===== src/rtl/execute_if.sv =====
// ============================================================================
// Module   : execute_if
// Purpose  : Decode-to-execute bus and registered E/M result bus.
// Revision : 1.0
// ============================================================================
`default_nettype none

interface execute_if;
    logic [3:0]  icode_i;
    logic [3:0]  ifun_i;
    logic [63:0] valA_i;
    logic [63:0] valB_i;
    logic [63:0] valC_i;
    logic [3:0]  dstE_i;
    logic [3:0]  dstM_i;
    logic        instr_valid_i;
    logic        imem_error_i;
    logic        stall_i;
    logic        bubble_i;
    logic        squash_cc_i;

    logic [3:0]  icode_o;
    logic        cnd_o;
    logic [63:0] valE_o;
    logic [63:0] valA_o;
    logic [3:0]  dstE_o;
    logic [3:0]  dstM_o;
    logic        instr_valid_o;
    logic        imem_error_o;
    logic [2:0]  cc_o;

    modport master (
        output icode_i, ifun_i, valA_i, valB_i, valC_i, dstE_i, dstM_i,
               instr_valid_i, imem_error_i, stall_i, bubble_i, squash_cc_i,
        input  icode_o, cnd_o, valE_o, valA_o, dstE_o, dstM_o,
               instr_valid_o, imem_error_o, cc_o
    );

    modport slave (
        input  icode_i, ifun_i, valA_i, valB_i, valC_i, dstE_i, dstM_i,
               instr_valid_i, imem_error_i, stall_i, bubble_i, squash_cc_i,
        output icode_o, cnd_o, valE_o, valA_o, dstE_o, dstM_o,
               instr_valid_o, imem_error_o, cc_o
    );
endinterface

`default_nettype wire


===== src/rtl/execute_stage.sv =====
// ============================================================================
// Module   : execute_stage
// Purpose  : Y86-64 execute stage: ALU, condition codes, jump/cmov condition,
//            E/M pipeline register with stall/bubble. Optional macro
//            EXEC_CMOV_EN enables conditional-move evaluation on icode 2.
// Revision : 1.0
// ============================================================================
`default_nettype none

module execute_stage #(
    parameter logic [3:0] NOP_ICODE = 4'h1,
    parameter logic [3:0] RNONE     = 4'hF
) (
    input  wire logic clk_i,
    input  wire logic rst_i,
    execute_if.slave  ex
);

    localparam logic [3:0] c_I_RRMOVQ = 4'h2;
    localparam logic [3:0] c_I_IRMOVQ = 4'h3;
    localparam logic [3:0] c_I_RMMOVQ = 4'h4;
    localparam logic [3:0] c_I_MRMOVQ = 4'h5;
    localparam logic [3:0] c_I_OPQ    = 4'h6;
    localparam logic [3:0] c_I_JXX    = 4'h7;
    localparam logic [3:0] c_I_CALL   = 4'h8;
    localparam logic [3:0] c_I_RET    = 4'h9;
    localparam logic [3:0] c_I_PUSHQ  = 4'hA;
    localparam logic [3:0] c_I_POPQ   = 4'hB;

    localparam logic [1:0] c_ALU_ADD  = 2'd0;
    localparam logic [1:0] c_ALU_SUB  = 2'd1;
    localparam logic [1:0] c_ALU_AND  = 2'd2;
    localparam logic [1:0] c_ALU_XOR  = 2'd3;

    localparam logic [2:0] c_CC_RESET = 3'b100;

    logic [3:0]  r_icode;
    logic        r_cnd;
    logic [63:0] r_valE;
    logic [63:0] r_valA;
    logic [3:0]  r_dstE;
    logic [3:0]  r_dstM;
    logic        r_valid;
    logic        r_imem_error;
    logic [2:0]  r_cc;

    logic [63:0] w_aluA;
    logic [63:0] w_aluB;
    logic [1:0]  w_aluop;
    logic        w_alu_bad;
    logic [63:0] w_valE;
    logic [2:0]  w_new_cc;
    logic        w_cond;
    logic        w_cond_bad;
    logic        w_cnd;
    logic        w_cnd_bad;
    logic [3:0]  w_dstE;
    logic        w_valid;
    logic        w_cc_we;

    wire logic w_zf = r_cc[2];
    wire logic w_sf = r_cc[1];
    wire logic w_of = r_cc[0];

    // ALU operand selection
    always_comb begin
        w_aluA = 64'd0;
        w_aluB = 64'd0;
        case (ex.icode_i)
            c_I_RRMOVQ, c_I_OPQ:                 w_aluA = ex.valA_i;
            c_I_IRMOVQ, c_I_RMMOVQ, c_I_MRMOVQ:  w_aluA = ex.valC_i;
            c_I_CALL, c_I_PUSHQ:                 w_aluA = 64'hFFFF_FFFF_FFFF_FFF8;
            c_I_RET, c_I_POPQ:                   w_aluA = 64'd8;
            default:                             w_aluA = 64'd0;
        endcase
        case (ex.icode_i)
            c_I_RMMOVQ, c_I_MRMOVQ, c_I_OPQ,
            c_I_CALL, c_I_RET, c_I_PUSHQ,
            c_I_POPQ:                            w_aluB = ex.valB_i;
            default:                             w_aluB = 64'd0;
        endcase
    end

    // ALU and new condition codes {ZF,SF,OF}
    always_comb begin
        w_aluop   = c_ALU_ADD;
        w_alu_bad = 1'b0;
        w_valE    = 64'd0;
        w_new_cc  = 3'b000;
        if (ex.icode_i == c_I_OPQ) begin
            w_aluop   = ex.ifun_i[1:0];
            w_alu_bad = (ex.ifun_i[3:2] != 2'b00);
        end
        if (!w_alu_bad) begin
            case (w_aluop)
                c_ALU_ADD: w_valE = w_aluB + w_aluA;
                c_ALU_SUB: w_valE = w_aluB - w_aluA;
                c_ALU_AND: w_valE = w_aluB & w_aluA;
                c_ALU_XOR: w_valE = w_aluB ^ w_aluA;
                default:   w_valE = 64'd0;
            endcase
        end
        w_new_cc[2] = (w_valE == 64'd0);
        w_new_cc[1] = w_valE[63];
        if (!w_alu_bad) begin
            case (w_aluop)
                c_ALU_ADD: w_new_cc[0] = (w_aluA[63] == w_aluB[63]) && (w_valE[63] != w_aluA[63]);
                c_ALU_SUB: w_new_cc[0] = (w_aluA[63] != w_aluB[63]) && (w_valE[63] != w_aluB[63]);
                default:   w_new_cc[0] = 1'b0;
            endcase
        end
    end

    // Branch/move condition, evaluated against the CC held before this instruction
    always_comb begin
        w_cond     = 1'b0;
        w_cond_bad = 1'b0;
        case (ex.ifun_i)
            4'h0:    w_cond = 1'b1;
            4'h1:    w_cond = (w_sf ^ w_of) | w_zf;
            4'h2:    w_cond = w_sf ^ w_of;
            4'h3:    w_cond = w_zf;
            4'h4:    w_cond = ~w_zf;
            4'h5:    w_cond = ~(w_sf ^ w_of);
            4'h6:    w_cond = ~(w_sf ^ w_of) & ~w_zf;
            default: w_cond_bad = 1'b1;
        endcase
    end

    always_comb begin
        w_cnd     = 1'b0;
        w_cnd_bad = 1'b0;
        w_dstE    = ex.dstE_i;
`ifdef EXEC_CMOV_EN
        if ((ex.icode_i == c_I_JXX) || (ex.icode_i == c_I_RRMOVQ)) begin
            w_cnd     = w_cond;
            w_cnd_bad = w_cond_bad;
        end
        if ((ex.icode_i == c_I_RRMOVQ) && !w_cnd) begin
            w_dstE = RNONE;
        end
`else
        if (ex.icode_i == c_I_JXX) begin
            w_cnd     = w_cond;
            w_cnd_bad = w_cond_bad;
        end else if (ex.icode_i == c_I_RRMOVQ) begin
            w_cnd = 1'b1;
        end
`endif
    end

    assign w_valid = ex.instr_valid_i & ~w_alu_bad & ~w_cnd_bad;

    assign w_cc_we = (ex.icode_i == c_I_OPQ) && ex.instr_valid_i && !ex.imem_error_i
                     && !ex.stall_i && !ex.bubble_i && !ex.squash_cc_i && !rst_i;

    always_ff @(posedge clk_i) begin
        if (rst_i) begin
            r_icode      <= NOP_ICODE;
            r_cnd        <= 1'b0;
            r_valE       <= 64'd0;
            r_valA       <= 64'd0;
            r_dstE       <= RNONE;
            r_dstM       <= RNONE;
            r_valid      <= 1'b1;
            r_imem_error <= 1'b0;
            r_cc         <= c_CC_RESET;
        end else if (!ex.stall_i) begin
            if (ex.bubble_i) begin
                r_icode      <= NOP_ICODE;
                r_cnd        <= 1'b0;
                r_valE       <= 64'd0;
                r_valA       <= 64'd0;
                r_dstE       <= RNONE;
                r_dstM       <= RNONE;
                r_valid      <= 1'b1;
                r_imem_error <= 1'b0;
            end else begin
                r_icode      <= ex.icode_i;
                r_cnd        <= w_cnd;
                r_valE       <= w_valE;
                r_valA       <= ex.valA_i;
                r_dstE       <= w_dstE;
                r_dstM       <= ex.dstM_i;
                r_valid      <= w_valid;
                r_imem_error <= ex.imem_error_i;
            end
            if (w_cc_we) begin
                r_cc <= w_new_cc;
            end
        end
    end

    assign ex.icode_o       = r_icode;
    assign ex.cnd_o         = r_cnd;
    assign ex.valE_o        = r_valE;
    assign ex.valA_o        = r_valA;
    assign ex.dstE_o        = r_dstE;
    assign ex.dstM_o        = r_dstM;
    assign ex.instr_valid_o = r_valid;
    assign ex.imem_error_o  = r_imem_error;
    assign ex.cc_o          = r_cc;

endmodule

`default_nettype wire


===== src/flat_wrapper.sv =====
// flat-port wrapper written by rule: the top's interface ports become plain ports
module execute_stage_flat 
#(
    parameter logic [3:0] NOP_ICODE = 4'h1,
    parameter logic [3:0] RNONE     = 4'hF
)
  (clk_i, rst_i, ex_icode_i, ex_ifun_i, ex_valA_i, ex_valB_i, ex_valC_i, ex_dstE_i, ex_dstM_i, ex_instr_valid_i, ex_imem_error_i, ex_stall_i, ex_bubble_i, ex_squash_cc_i, ex_icode_o, ex_cnd_o, ex_valE_o, ex_valA_o, ex_dstE_o, ex_dstM_o, ex_instr_valid_o, ex_imem_error_o, ex_cc_o);
  execute_if ex_i ();
  input  wire logic clk_i;
  input  wire logic rst_i;
  input wire logic [$bits(ex_i.icode_i)-1:0] ex_icode_i;
  input wire logic [$bits(ex_i.ifun_i)-1:0] ex_ifun_i;
  input wire logic [$bits(ex_i.valA_i)-1:0] ex_valA_i;
  input wire logic [$bits(ex_i.valB_i)-1:0] ex_valB_i;
  input wire logic [$bits(ex_i.valC_i)-1:0] ex_valC_i;
  input wire logic [$bits(ex_i.dstE_i)-1:0] ex_dstE_i;
  input wire logic [$bits(ex_i.dstM_i)-1:0] ex_dstM_i;
  input wire logic [$bits(ex_i.instr_valid_i)-1:0] ex_instr_valid_i;
  input wire logic [$bits(ex_i.imem_error_i)-1:0] ex_imem_error_i;
  input wire logic [$bits(ex_i.stall_i)-1:0] ex_stall_i;
  input wire logic [$bits(ex_i.bubble_i)-1:0] ex_bubble_i;
  input wire logic [$bits(ex_i.squash_cc_i)-1:0] ex_squash_cc_i;
  output wire logic [$bits(ex_i.icode_o)-1:0] ex_icode_o;
  output wire logic [$bits(ex_i.cnd_o)-1:0] ex_cnd_o;
  output wire logic [$bits(ex_i.valE_o)-1:0] ex_valE_o;
  output wire logic [$bits(ex_i.valA_o)-1:0] ex_valA_o;
  output wire logic [$bits(ex_i.dstE_o)-1:0] ex_dstE_o;
  output wire logic [$bits(ex_i.dstM_o)-1:0] ex_dstM_o;
  output wire logic [$bits(ex_i.instr_valid_o)-1:0] ex_instr_valid_o;
  output wire logic [$bits(ex_i.imem_error_o)-1:0] ex_imem_error_o;
  output wire logic [$bits(ex_i.cc_o)-1:0] ex_cc_o;
  assign ex_i.icode_i = ex_icode_i;
  assign ex_i.ifun_i = ex_ifun_i;
  assign ex_i.valA_i = ex_valA_i;
  assign ex_i.valB_i = ex_valB_i;
  assign ex_i.valC_i = ex_valC_i;
  assign ex_i.dstE_i = ex_dstE_i;
  assign ex_i.dstM_i = ex_dstM_i;
  assign ex_i.instr_valid_i = ex_instr_valid_i;
  assign ex_i.imem_error_i = ex_imem_error_i;
  assign ex_i.stall_i = ex_stall_i;
  assign ex_i.bubble_i = ex_bubble_i;
  assign ex_i.squash_cc_i = ex_squash_cc_i;
  assign ex_icode_o = ex_i.icode_o;
  assign ex_cnd_o = ex_i.cnd_o;
  assign ex_valE_o = ex_i.valE_o;
  assign ex_valA_o = ex_i.valA_o;
  assign ex_dstE_o = ex_i.dstE_o;
  assign ex_dstM_o = ex_i.dstM_o;
  assign ex_instr_valid_o = ex_i.instr_valid_o;
  assign ex_imem_error_o = ex_i.imem_error_o;
  assign ex_cc_o = ex_i.cc_o;
  execute_stage #(.NOP_ICODE(NOP_ICODE), .RNONE(RNONE)) u_core (.clk_i(clk_i), .rst_i(rst_i), .ex(ex_i));
endmodule

===== config.mk =====
export PLATFORM = sky130hd
export DESIGN_NAME = execute_stage_flat
export DESIGN_NICKNAME = d
export VERILOG_FILES = /design/src/rtl/execute_if.sv /design/src/rtl/execute_stage.sv /design/src/flat_wrapper.sv
export SDC_FILE = /design/constraint.sdc
export NUM_CORES = 1
export LEC_CHECK = 0
export ABC_AREA = 1
export CORE_ASPECT_RATIO = 0.5
export CORE_MARGIN = 2
export CORE_UTILIZATION = 40
export CTS_CLUSTER_SIZE = 12
export DETAILED_ROUTE_END_ITERATION = 12
export DONT_BUFFER_PORTS = 1
export GPL_TIMING_DRIVEN = 0
export PLACE_DENSITY_LB_ADDON = 0.1
export SETUP_SLACK_MARGIN = 0.02
export SYNTH_ARGS = -nofsm -noshare
export SYNTH_HDL_FRONTEND = slang
export SYNTH_SLANG_ARGS = --single-unit

===== constraint.sdc =====
create_clock -name clk_i -period 8.95 [get_ports clk_i]
set_clock_uncertainty 0.2 [all_clocks]
set_input_delay 1.3425 -clock clk_i [delete_from_list [all_inputs] [get_ports clk_i]]
set_output_delay 1.3425 -clock clk_i [all_outputs]
set_load 0.01 [all_outputs]

=== Word level (Yosys, flattened, before mapping) ===
Cells that the tools add are included.

* Register bits after elaboration: 146
* Bits in latches: 0
* RAM bits: 0
* Memory bits (read-only): 0
* Bits of input ports: 215
* Word-level logic and storage cells: 91
* Memories kept: 0

* Add/sub/neg operators: 2
* Multipliers: 0
* Divide/modulo/power cells: 0
* Order comparisons: 0
* Equality and inequality tests: 23
* Shifts and indexed selects: 0
* Mux-type cells: 21
* Bitwise logic cells: 12
* Reductions and logical operators: 24

{| class="wikitable"
|+ Operators by type and width
! operator !! count
|-
| $pmux W64 S4 || 2
|-
| $mux W64 || 4
|-
| $add A64 B64 Y64 || 1
|-
| $and A64 B64 Y64 || 1
|-
| $logic_not A64 Y1 || 1
|-
| $sub A64 B64 Y64 || 1
|-
| $xor A64 B64 Y64 || 1
|-
| $eq A4 B3 Y1 const B || 7
|-
| $eq A4 B2 Y1 const B || 4
|-
| $eq A4 B4 Y1 const B || 4
|-
| $reduce_or A7 Y1 || 2
|-
| $mux W4 || 3
|-
| $mux W1 || 9
|-
| $logic_and A1 B1 Y1 || 8
|-
| $pmux W1 S7 || 1
|-
| $reduce_or A2 Y1 || 3
|-
| $logic_not A1 Y1 || 5
|-
| $not A1 Y1 || 5
|-
| $eq A2 B2 Y1 const B || 2
|-
| $eq A4 B1 Y1 const B || 1
|-
| $logic_not A4 Y1 || 1
|-
| $and A1 B1 Y1 || 3
|-
| $ne A1 B1 Y1 || 3
|-
| $reduce_or A3 Y1 || 1
|-
| 9 further kinds || 9
|}

=== Longest topological paths before layout ===
Gate-level depths: netlist (run 1).

* Depth after elaboration: 10
* Gate-level depth with buffers: 41

=== Least setup slack after synthesis (run 1) ===
OpenSTA, ideal clock, no wires.

* Kind: input-to-reg
* From: input port ex_icode_i[3]
* To: register u_core.r_cc[2], in the netlist u_core.ex.cc_o[2]
* Setup time: 63 ps
* Arrival: 5277 ps
* Data required time: 8687 ps
* Slack: 3410 ps
* Stages on the path: 39
* Path buffers: 2
* Cell sequence: buf_2 > a21oi_2 > buf_6 > nand3_1 > nand2_1 > inv_1 > ha_1 > inv_1 > nor2_1 > nand2_1 > nor3_2 > nand3_1 > inv_2 > nand4_2 > nor2_4 > inv_2 > nor2_2 > nand3_2 > [... 3 more ...] > ha_1 > nand2_1 > nor2_1 > inv_1 > nor2_1 > nand2_1 > nor4_1 > nand2_1 > o211ai_1 > xnor2_1 > nand2_1 > nand2_1 > nand2_1 > nor2_1 > nand2_1 > nor2_1 > nand3_1 > nand3_1

* Longest elaborated chain between the ends: 8

{| class="wikitable"
|+ Ends and longest elaborated chain
! what !! RTL line !! RTL
|-
| start: declaration || flat_wrapper.sv:11 || <nowiki>input wire logic [$bits(ex_i.icode_i)-1:0] ex_icode_i;</nowiki>
|-
| branches (longest 8 deep; another with $sub A64 B64 Y64) || - ||
|-
| end signal: assignment || execute_stage.sv:167 || <nowiki>r_cc <= c_CC_RESET;</nowiki>
|-
| end signal: assignment || execute_stage.sv:189 || <nowiki>r_cc <= w_new_cc;</nowiki>
|-
| end: declaration || execute_stage.sv:45 || <nowiki>logic [2:0] r_cc;</nowiki>
|}

Several ways; the timed one is not identified.
A chain may end at the register's enable or synchronous reset.

=== Worst setup path after layout (run 1) ===
Same ends and word-level chain as after synthesis.

==> results of run 1 <==
layout make-up:
class / count / area (um2) / area share (%)
multi-input cells: 2173 / 11400 / 64.8
clock inverters: 15 / 190 / 1.09
plain buffers: 113 / 523 / 2.99
clock buffers: 17 / 425 / 2.43
well taps: 540 / 676 / 3.86
inverters: 376 / 1410 / 8.06
diodes: 4 / 10.0 / 0.0571
flip-flops and latches: 146 / 2920 / 16.7
metrics by stage:
stage | utilization [%] | hold WS, ns | area, um2 | power (mW)
3_5_place_dp | 42.0 | 0.305 | 16900 | 1.68
2_1_floorplan | - | 0.281 | 16200 | 1.37
5_1_grt | 43.6 | 0.329 | 17500 | 2.63
4_1_cts | 43.5 | 0.316 | 17500 | 2.47
6_report | 43.6 | 0.310 | 17500 | 2.52
3_3_place_gp | 42.0 | 0.299 | 16900 | 1.68
worst paths after layout:
check                  startpoint                   end  slack, ns  cells past startpoint
min reg2reg  u_core.ex.valE_o[41]  u_core.ex.valE_o[41]       0.31                      2
max                 ex_icode_i[3]     u_core.ex.cc_o[2]       0.51                     29
max reg2reg     u_core.ex.cc_o[0]       u_core.ex.cnd_o       7.19                      9
min          u_core.ex.valE_o[41]  u_core.ex.valE_o[41]       0.31                      2
power by group through the flow:
stage | Combinational, mW | Clock (mW) | Sequential (mW)
global placement | 0.949 | 0 | 0.734
detailed placement | 0.947 | 0 | 0.734
global route | 1.08 | 0.825 | 0.722
floorplan | 0.642 | 0 | 0.726
finish | 0.993 | 0.803 | 0.719
CTS | 0.954 | 0.800 | 0.719
metal layers:
layer / up-vias / GRT usage (%) / share of wire (%)
li1: 9227 / - / -
met3: 106 / 12.3 / 13
met2: 1146 / 55.0 / 39
met4: 4 / 8.61 / 2.1
met1: 9346 / 61.2 / 46
met5: - / 0 / 0.031
repair_timing:
action | CTS | global route
buffers inserted | 0 | 0
setup endpoints to repair | 0 | 1
resized for setup | 0 | 1
registers in the layout (all words and copies together), names as in the netlist:
| name | count |
|---|---|
| u_core.ex.cnd_o | 1 |
| u_core.ex.dstE_o | 4 |
| u_core.ex.valE_o | 64 |
| u_core.ex.cc_o | 3 |
| u_core.ex.valA_o | 64 |
| u_core.ex.instr_valid_o | 1 |
| u_core.ex.dstM_o | 4 |
| u_core.ex.icode_o | 4 |
| u_core.ex.imem_error_o | 1 |
cell families (layout without fill, tap and decap cells):
family | after synthesis | after routing | share of synthesized area, %
other | 0 | 4 | 0
xor gates and xnor gates | 72 | 72 | 3.89
buffers and inverters | 489 | 521 | 11.9
DFF | 146 | 146 | 18.0
and+or+nand+nor | 1486 | 1486 | 38.9
AOI/OAI and AO/OA | 490 | 490 | 17.6
adders and majority gates | 125 | 125 | 9.70
cells in the final DEF, fill, tap and decap left out, types with 25 or more instances in the layout:
| cell | count |
|---|---|
| sky130_fd_sc_hd__nor2_1 | 362 |
| sky130_fd_sc_hd__a21oi_1 | 251 |
| sky130_fd_sc_hd__o21ai_0 | 102 |
| sky130_fd_sc_hd__inv_1 | 358 |
| sky130_fd_sc_hd__nand4_1 | 28 |
| sky130_fd_sc_hd__clkbuf_1 | 70 |
| sky130_fd_sc_hd__o22ai_1 | 39 |
| sky130_fd_sc_hd__nand2_1 | 712 |
| sky130_fd_sc_hd__xor2_1 | 62 |
| sky130_fd_sc_hd__nand3_1 | 300 |
| sky130_fd_sc_hd__ha_1 | 124 |
| sky130_fd_sc_hd__dfxtp_1 | 146 |
| sky130_fd_sc_hd__o221a_2 | 25 |
worst register-to-register path, delay by kind of cell (launching register included):
kind	cells	cell delay, ns
XOR/XNOR	1	0.13
AND/OR/NAND/NOR	2	0.10
flip-flops	1	0.50
buffers and inverters	2	0.15
AO/OA/AOI/OAI	4	0.56
==> reports/qor.txt, run 1 <==
Status: finished clean
Maximum clock frequency: 118 MHz
Maximum buffer depth of the clock tree: 2
Largest stage delay on the critical path: 0.73 ns
Count of max-cap constraint violations: 0
Post-synth top area share: 18.0%
Number of top-level pins: 361
Number of buffers created by CTS: 17
Global-route wire length before repair: 123000 um
Share of total power in sequential cells: 28.6%
Leakage: 8.77 nW
Critical setup path kind: input port to flip-flop
Routability-driven placement congestion ratio: 1.04
Aggregate routed wire length: 87500 um
Filler Cells Inserted: 4588
Die W: 289 um
Post-Syn Area per Cell: 5.77 um2
Sequential area share after synthesis: 18.0%
Part of the power in the clock network: 31.9%
Via count of the first global-routing pass: 17700
Most frequently used cell type in the post-synthesis netlist: sky130_fd_sc_hd__nand2_1
Remaining global-route overflow: 0
Yosys reg bits: 146
Die H: 146 um
Type of origin of the critical path: input port
Number of antenna violations at the first check in global routing: 5
Worst-path fanout max: 10
CP max-delay cell: sky130_fd_sc_hd__clkbuf_1
Area overhead of the layout relative to synthesis: 8.06%
PwrDens: 144 mW/mm2
Worst setup slack before clock tree synthesis: 0.252 ns
Level count of the clock H-tree: 4
Effective utilization at floorplan: 40.3%
Top cell family by delay on the critical path: simple AND/OR/NAND/NOR gates
Cell repeated most along the worst path: sky130_fd_sc_hd__nand2_1
Cell taking the most area after synthesis: sky130_fd_sc_hd__dfxtp_1
Remaining DRCs: 0
Die outline area: 0.0422 mm2
Peak ir drop on the vdd network: 0.147 mV
Minimum clock period: 8.44 ns
Final ANT Viol Nets: 0
Final Max Tran Viols: 0
TritonCTS clock tree: yes
Post-DR vias/cell: 5.86
Post-detailed-route wirelength per cell: 25.9 um
Post-synth top flop: sky130_fd_sc_hd__dfxtp_1
Portion of total power attributed to combinational logic: 39.5%
Share of final-layout standard cells stronger than drive strength 1: 5.53%
Critical path buffer and inverter count: 6
Post-Synthesis Cell Area: 0.0162 mm2
Arrival @ worst endpoint: 8.66 ns
Class of the worst hold path: flip-flop to flip-flop
Period utilisation layout: 94.3%
Core region area: 0.0402 mm2
Final hold viol count: 0
Layout Nets: 3167
Relative slew margins: 12.8%
Transition time at the pin with the least slew margin: 1.31 ns
Synth area leaders: sky130_fd_sc_hd__dfxtp_1 18%, sky130_fd_sc_hd__nand2_1 16%, sky130_fd_sc_hd__ha_1 9.6%, sky130_fd_sc_hd__nand3_1 9.3%, sky130_fd_sc_hd__nor2_1 8.4%
Final std cells w/o fill: 3384
Hold_buf cts: 0
Proportion of register bits with asynchronous set or reset after synthesis: 0%
Fraction of power spent switching nets: 46.6%
Final HPWL DP: 74100 um
Sw Pwr: 1.17 mW
# port buffers: 0
Clk_lat worst skew: 0.48 ns
Setup slack after layout: 0.507 ns
Synth unique cells: 53
Buffer type at the clock tree root: sky130_fd_sc_hd__clkbuf_16
Nets in the synthesized netlist: 3148
Most frequent cells after synthesis: 712 x sky130_fd_sc_hd__nand2_1, 364 x sky130_fd_sc_hd__nor2_1, 358 x sky130_fd_sc_hd__inv_1, 300 x sky130_fd_sc_hd__nand3_1, 251 x sky130_fd_sc_hd__a21oi_1
Capturing element type of the critical path: flip-flop
Post-route setup TNS: 0 ns
Clock-pin slew reported for the worst setup and hold paths after clock tree synthesis: 0.08 ns
Total number of yosys warnings: 0
Placed cells: 3348
EDFF count, synth: 0
Req. time, crit path: 9.17 ns
Number of core rows: 52
Instance count of the mapped netlist: 2808
CTS Sinks: 146
RSZ-0062 raised after global routing: false
Global-route usage over all layers: 40.4%
Routed via count: 19800
Final setup fails: 0
Pin count of the biggest net entering global routing: 19
Internal power component: 1.34 mW
Drt first-iter violations: 2850
TritonRoute pass-1 iters: 6
(Power assumes the default switching activity.)
==> run 2, diff against run 1 <==
--- a/config.mk
+++ b/config.mk
@@ -13,6 +13,7 @@
 export DETAILED_ROUTE_END_ITERATION = 12
 export DONT_BUFFER_PORTS = 1
 export GPL_TIMING_DRIVEN = 0
+export MAX_ROUTING_LAYER = met4
 export PLACE_DENSITY_LB_ADDON = 0.1
 export SETUP_SLACK_MARGIN = 0.02
 export SYNTH_ARGS = -nofsm -noshare
==> reports/qor.txt, run 2 (same netlist as run 1, synthesis figures left out) <==
Aggregate routed wire length: 87100 um (was 87500 um)
GR Layer Usage met1: 61.3% (was 61.2%)
PwrDens: 143 mW/mm2 (was 144 mW/mm2)
Relative slew margins: 12.1% (was 12.8%)
Design Area, Final: 0.0175 mm2 (about the same)
Remaining global-route overflow: 0 (unchanged)
Hold_buf cts: 0 (unchanged)
Endpoint of the worst register-to-register path: u_core.ex.cnd_o (unchanged)
TritonRoute pass-1 iters: 6 (unchanged)
Clk_lat worst skew: 0.48 ns (about the same)
Count of max-cap constraint violations: 0 (unchanged)
Layer carrying the most global-route usage: met1 (unchanged)
Peak ir drop on the vdd network: 0.120 mV (was 0.147 mV)
Hold Path Sink: u_core.ex.valE_o[37] (was u_core.ex.valE_o[41])
Die outline area: 0.0422 mm2 (unchanged)
Via count of the first global-routing pass: 17600 (was 17700)
Reg-to-reg critical path startpoint: u_core.ex.cc_o[0] (unchanged)
Area overhead of the layout relative to synthesis: 8.07% (was 8.06%)
Maximum clock frequency: 117 MHz (was 118 MHz)
Number of buffers created by CTS: 17 (unchanged)
Final hold viol count: 0 (unchanged)
CP max-delay cell: sky130_fd_sc_hd__a21oi_1 (was sky130_fd_sc_hd__clkbuf_1)
Global-route wire length before repair: 123000 um (about the same)
Most common cell after layout, fill and taps aside: sky130_fd_sc_hd__nand2_1 (unchanged)
Drt first-iter violations: 2626 (was 2850)
Overall power after layout: 2.51 mW (was 2.52 mW)
Global-route usage over all layers: 41.6% (was 40.4%)
Status: finished clean (unchanged)
Routability-driven placement congestion ratio: 1.06 (was 1.04)
Die H: 146 um (unchanged)
Remaining DRCs: 0 (unchanged)
Period utilisation layout: 95.3% (was 94.3%)
Cell repeated most along the worst path: sky130_fd_sc_hd__nor2_1 (was sky130_fd_sc_hd__nand2_1)
TritonCTS clock tree: yes (unchanged)
Die W: 289 um (unchanged)
Leakage: 8.77 nW (about the same)
Clock-pin slew reported for the worst setup and hold paths after clock tree synthesis: 0.08 ns (about the same)
Req. time, crit path: 9.17 ns (about the same)
Pin count of the biggest net entering global routing: 19 (unchanged)
Post-DR vias/cell: 5.84 (was 5.86)
Core region area: 0.0402 mm2 (unchanged)
Number of top-level pins: 361 (unchanged)
Post-detailed-route wirelength per cell: 25.7 um (was 25.9 um)
Effective utilization at floorplan: 40.3% (unchanged)
Final ANT Viol Nets: 0 (unchanged)
Most frequent cells in the layout: 712 x sky130_fd_sc_hd__nand2_1, 363 x sky130_fd_sc_hd__nor2_1, 358 x sky130_fd_sc_hd__inv_1 (was 712 x sky130_fd_sc_hd__nand2_1, 362 x sky130_fd_sc_hd__nor2_1, 358 x sky130_fd_sc_hd__inv_1)
Routed via count: 19800 (about the same)
Type of origin of the critical path: input port (unchanged)
Buffer type at the clock tree root: sky130_fd_sc_hd__clkbuf_16 (unchanged)
Worst-path fanout max: 10 (unchanged)
Final setup fails: 0 (unchanged)
Post-route setup TNS: 0 ns (unchanged)
Critical path buffer and inverter count: 4 (was 6)
Post-CTS Setup Bufs: 0 (unchanged)
RSZ-0062 raised after global routing: false (unchanged)
# port buffers: 0 (unchanged)
Setup slack of the most critical reg-to-reg path: 7.16 ns (was 7.19 ns)
CTS Sinks: 146 (unchanged)
Worst min-delay path startpoint: u_core.ex.valE_o[37] (was u_core.ex.valE_o[41])
Share of final-layout standard cells stronger than drive strength 1: 5.53% (unchanged)
Global-route met2 utilization: 55.2% (was 55.0%)
Top cell family by delay on the critical path: simple AND/OR/NAND/NOR gates (unchanged)
Arrival @ worst endpoint: 8.74 ns (was 8.66 ns)
Transition time at the pin with the least slew margin: 1.32 ns (was 1.31 ns)
Worst hold path cell count: 2 (unchanged)
Number of cells on the worst reg-to-reg path: 9 (unchanged)
Number of core rows: 52 (unchanged)
Level count of the clock H-tree: 4 (unchanged)
Class of the worst hold path: flip-flop to flip-flop (unchanged)
Placed Instance Area: 0.0169 mm2 (unchanged)
Final HPWL DP: 74200 um (was 74100 um)
Final Max Tran Viols: 0 (unchanged)
Largest stage delay on the critical path: 0.72 ns (was 0.73 ns)
Minimum clock period: 8.53 ns (was 8.44 ns)
Layout Nets: 3167 (unchanged)
Number of antenna violations at the first check in global routing: 3 (was 5)
Capturing element type of the critical path: flip-flop (unchanged)
Crit. path cell count: 28 (was 29)
Critical setup path kind: input port to flip-flop (unchanged)
Global-route track usage on met3: 11.7% (was 12.3%)
Maximum buffer depth of the clock tree: 2 (unchanged)
==> run 2: timing repair <==
| item | 4_1_cts | 5_1_grt |
|---|---|---|
| setup endpoints to repair | 0 | 1 |
| resized for setup | 0 | 2 |
| hold endpoints to repair | 0 | 0 |
==> run 2: cell type report <==
class	instances	area (um2)
plain buffers	113	524
diodes	5	12.5
clock buffers	17	425
well taps	540	676
clock inverters	15	190
fillers	4538	22700
inverters	376	1410
flip-flops and latches	146	2920
multi-input cells	2173	11400
==> run 2: worst reg2reg max path: cells and delay by family (launching register included) <==
family	cells	cell delay [ns]
AOI/OAI and AO/OA	4	0.54
and+or+nand+nor	2	0.12
DFF	1	0.50
xor gates and xnor gates	1	0.14
buffers and inverters	2	0.16
==> run 2: report_power, final <==
group	total [mW]	switching, mW	internal, mW
Sequential	0.719	0.0377	0.681
Combinational	0.990	0.709	0.281
Clock	0.800	0.419	0.381
Total	2.51	1.17	1.34
==> run 2: worst max path at each step <==
stage / from / endpoint / slack [ns]
global route: ex_icode_i[3] / u_core.ex.cc_o[2] / 0.23
CTS: ex_icode_i[3] / u_core.ex.cc_o[2] / 0.65
detailed placement: ex_icode_i[3] / u_core.ex.cc_o[2] / 0.18
finish: ex_icode_i[3] / u_core.ex.cc_o[2] / 0.42
global placement: ex_icode_i[3] / u_core.ex.cc_o[2] / 0.18
floorplan: ex_icode_i[3] / u_core.ex.cc_o[2] / 3.41
==> run 2: per-layer routing <==
| layer | part of all wire [%] | up-vias |
|---|---|---|
| li1 | - | 9219 |
| met1 | 46 | 9331 |
| met2 | 39 | 1112 |
| met3 | 13 | 102 |
| met4 | 2.2 | 0 |
| met5 | 0 | - |
==> run 2: per-stage QoR <==
stage	utilization (%)	hold slack (ns)	instances	worst slack [ns]
floorplan	-	0.281	2808	3.41
global placement	42.0	0.298	3348	0.176
detailed placement	42.0	0.303	3348	0.180
CTS	43.5	0.314	3380	0.654
global route	43.6	0.329	3383	0.229
finish	43.6	0.310	3385	0.424
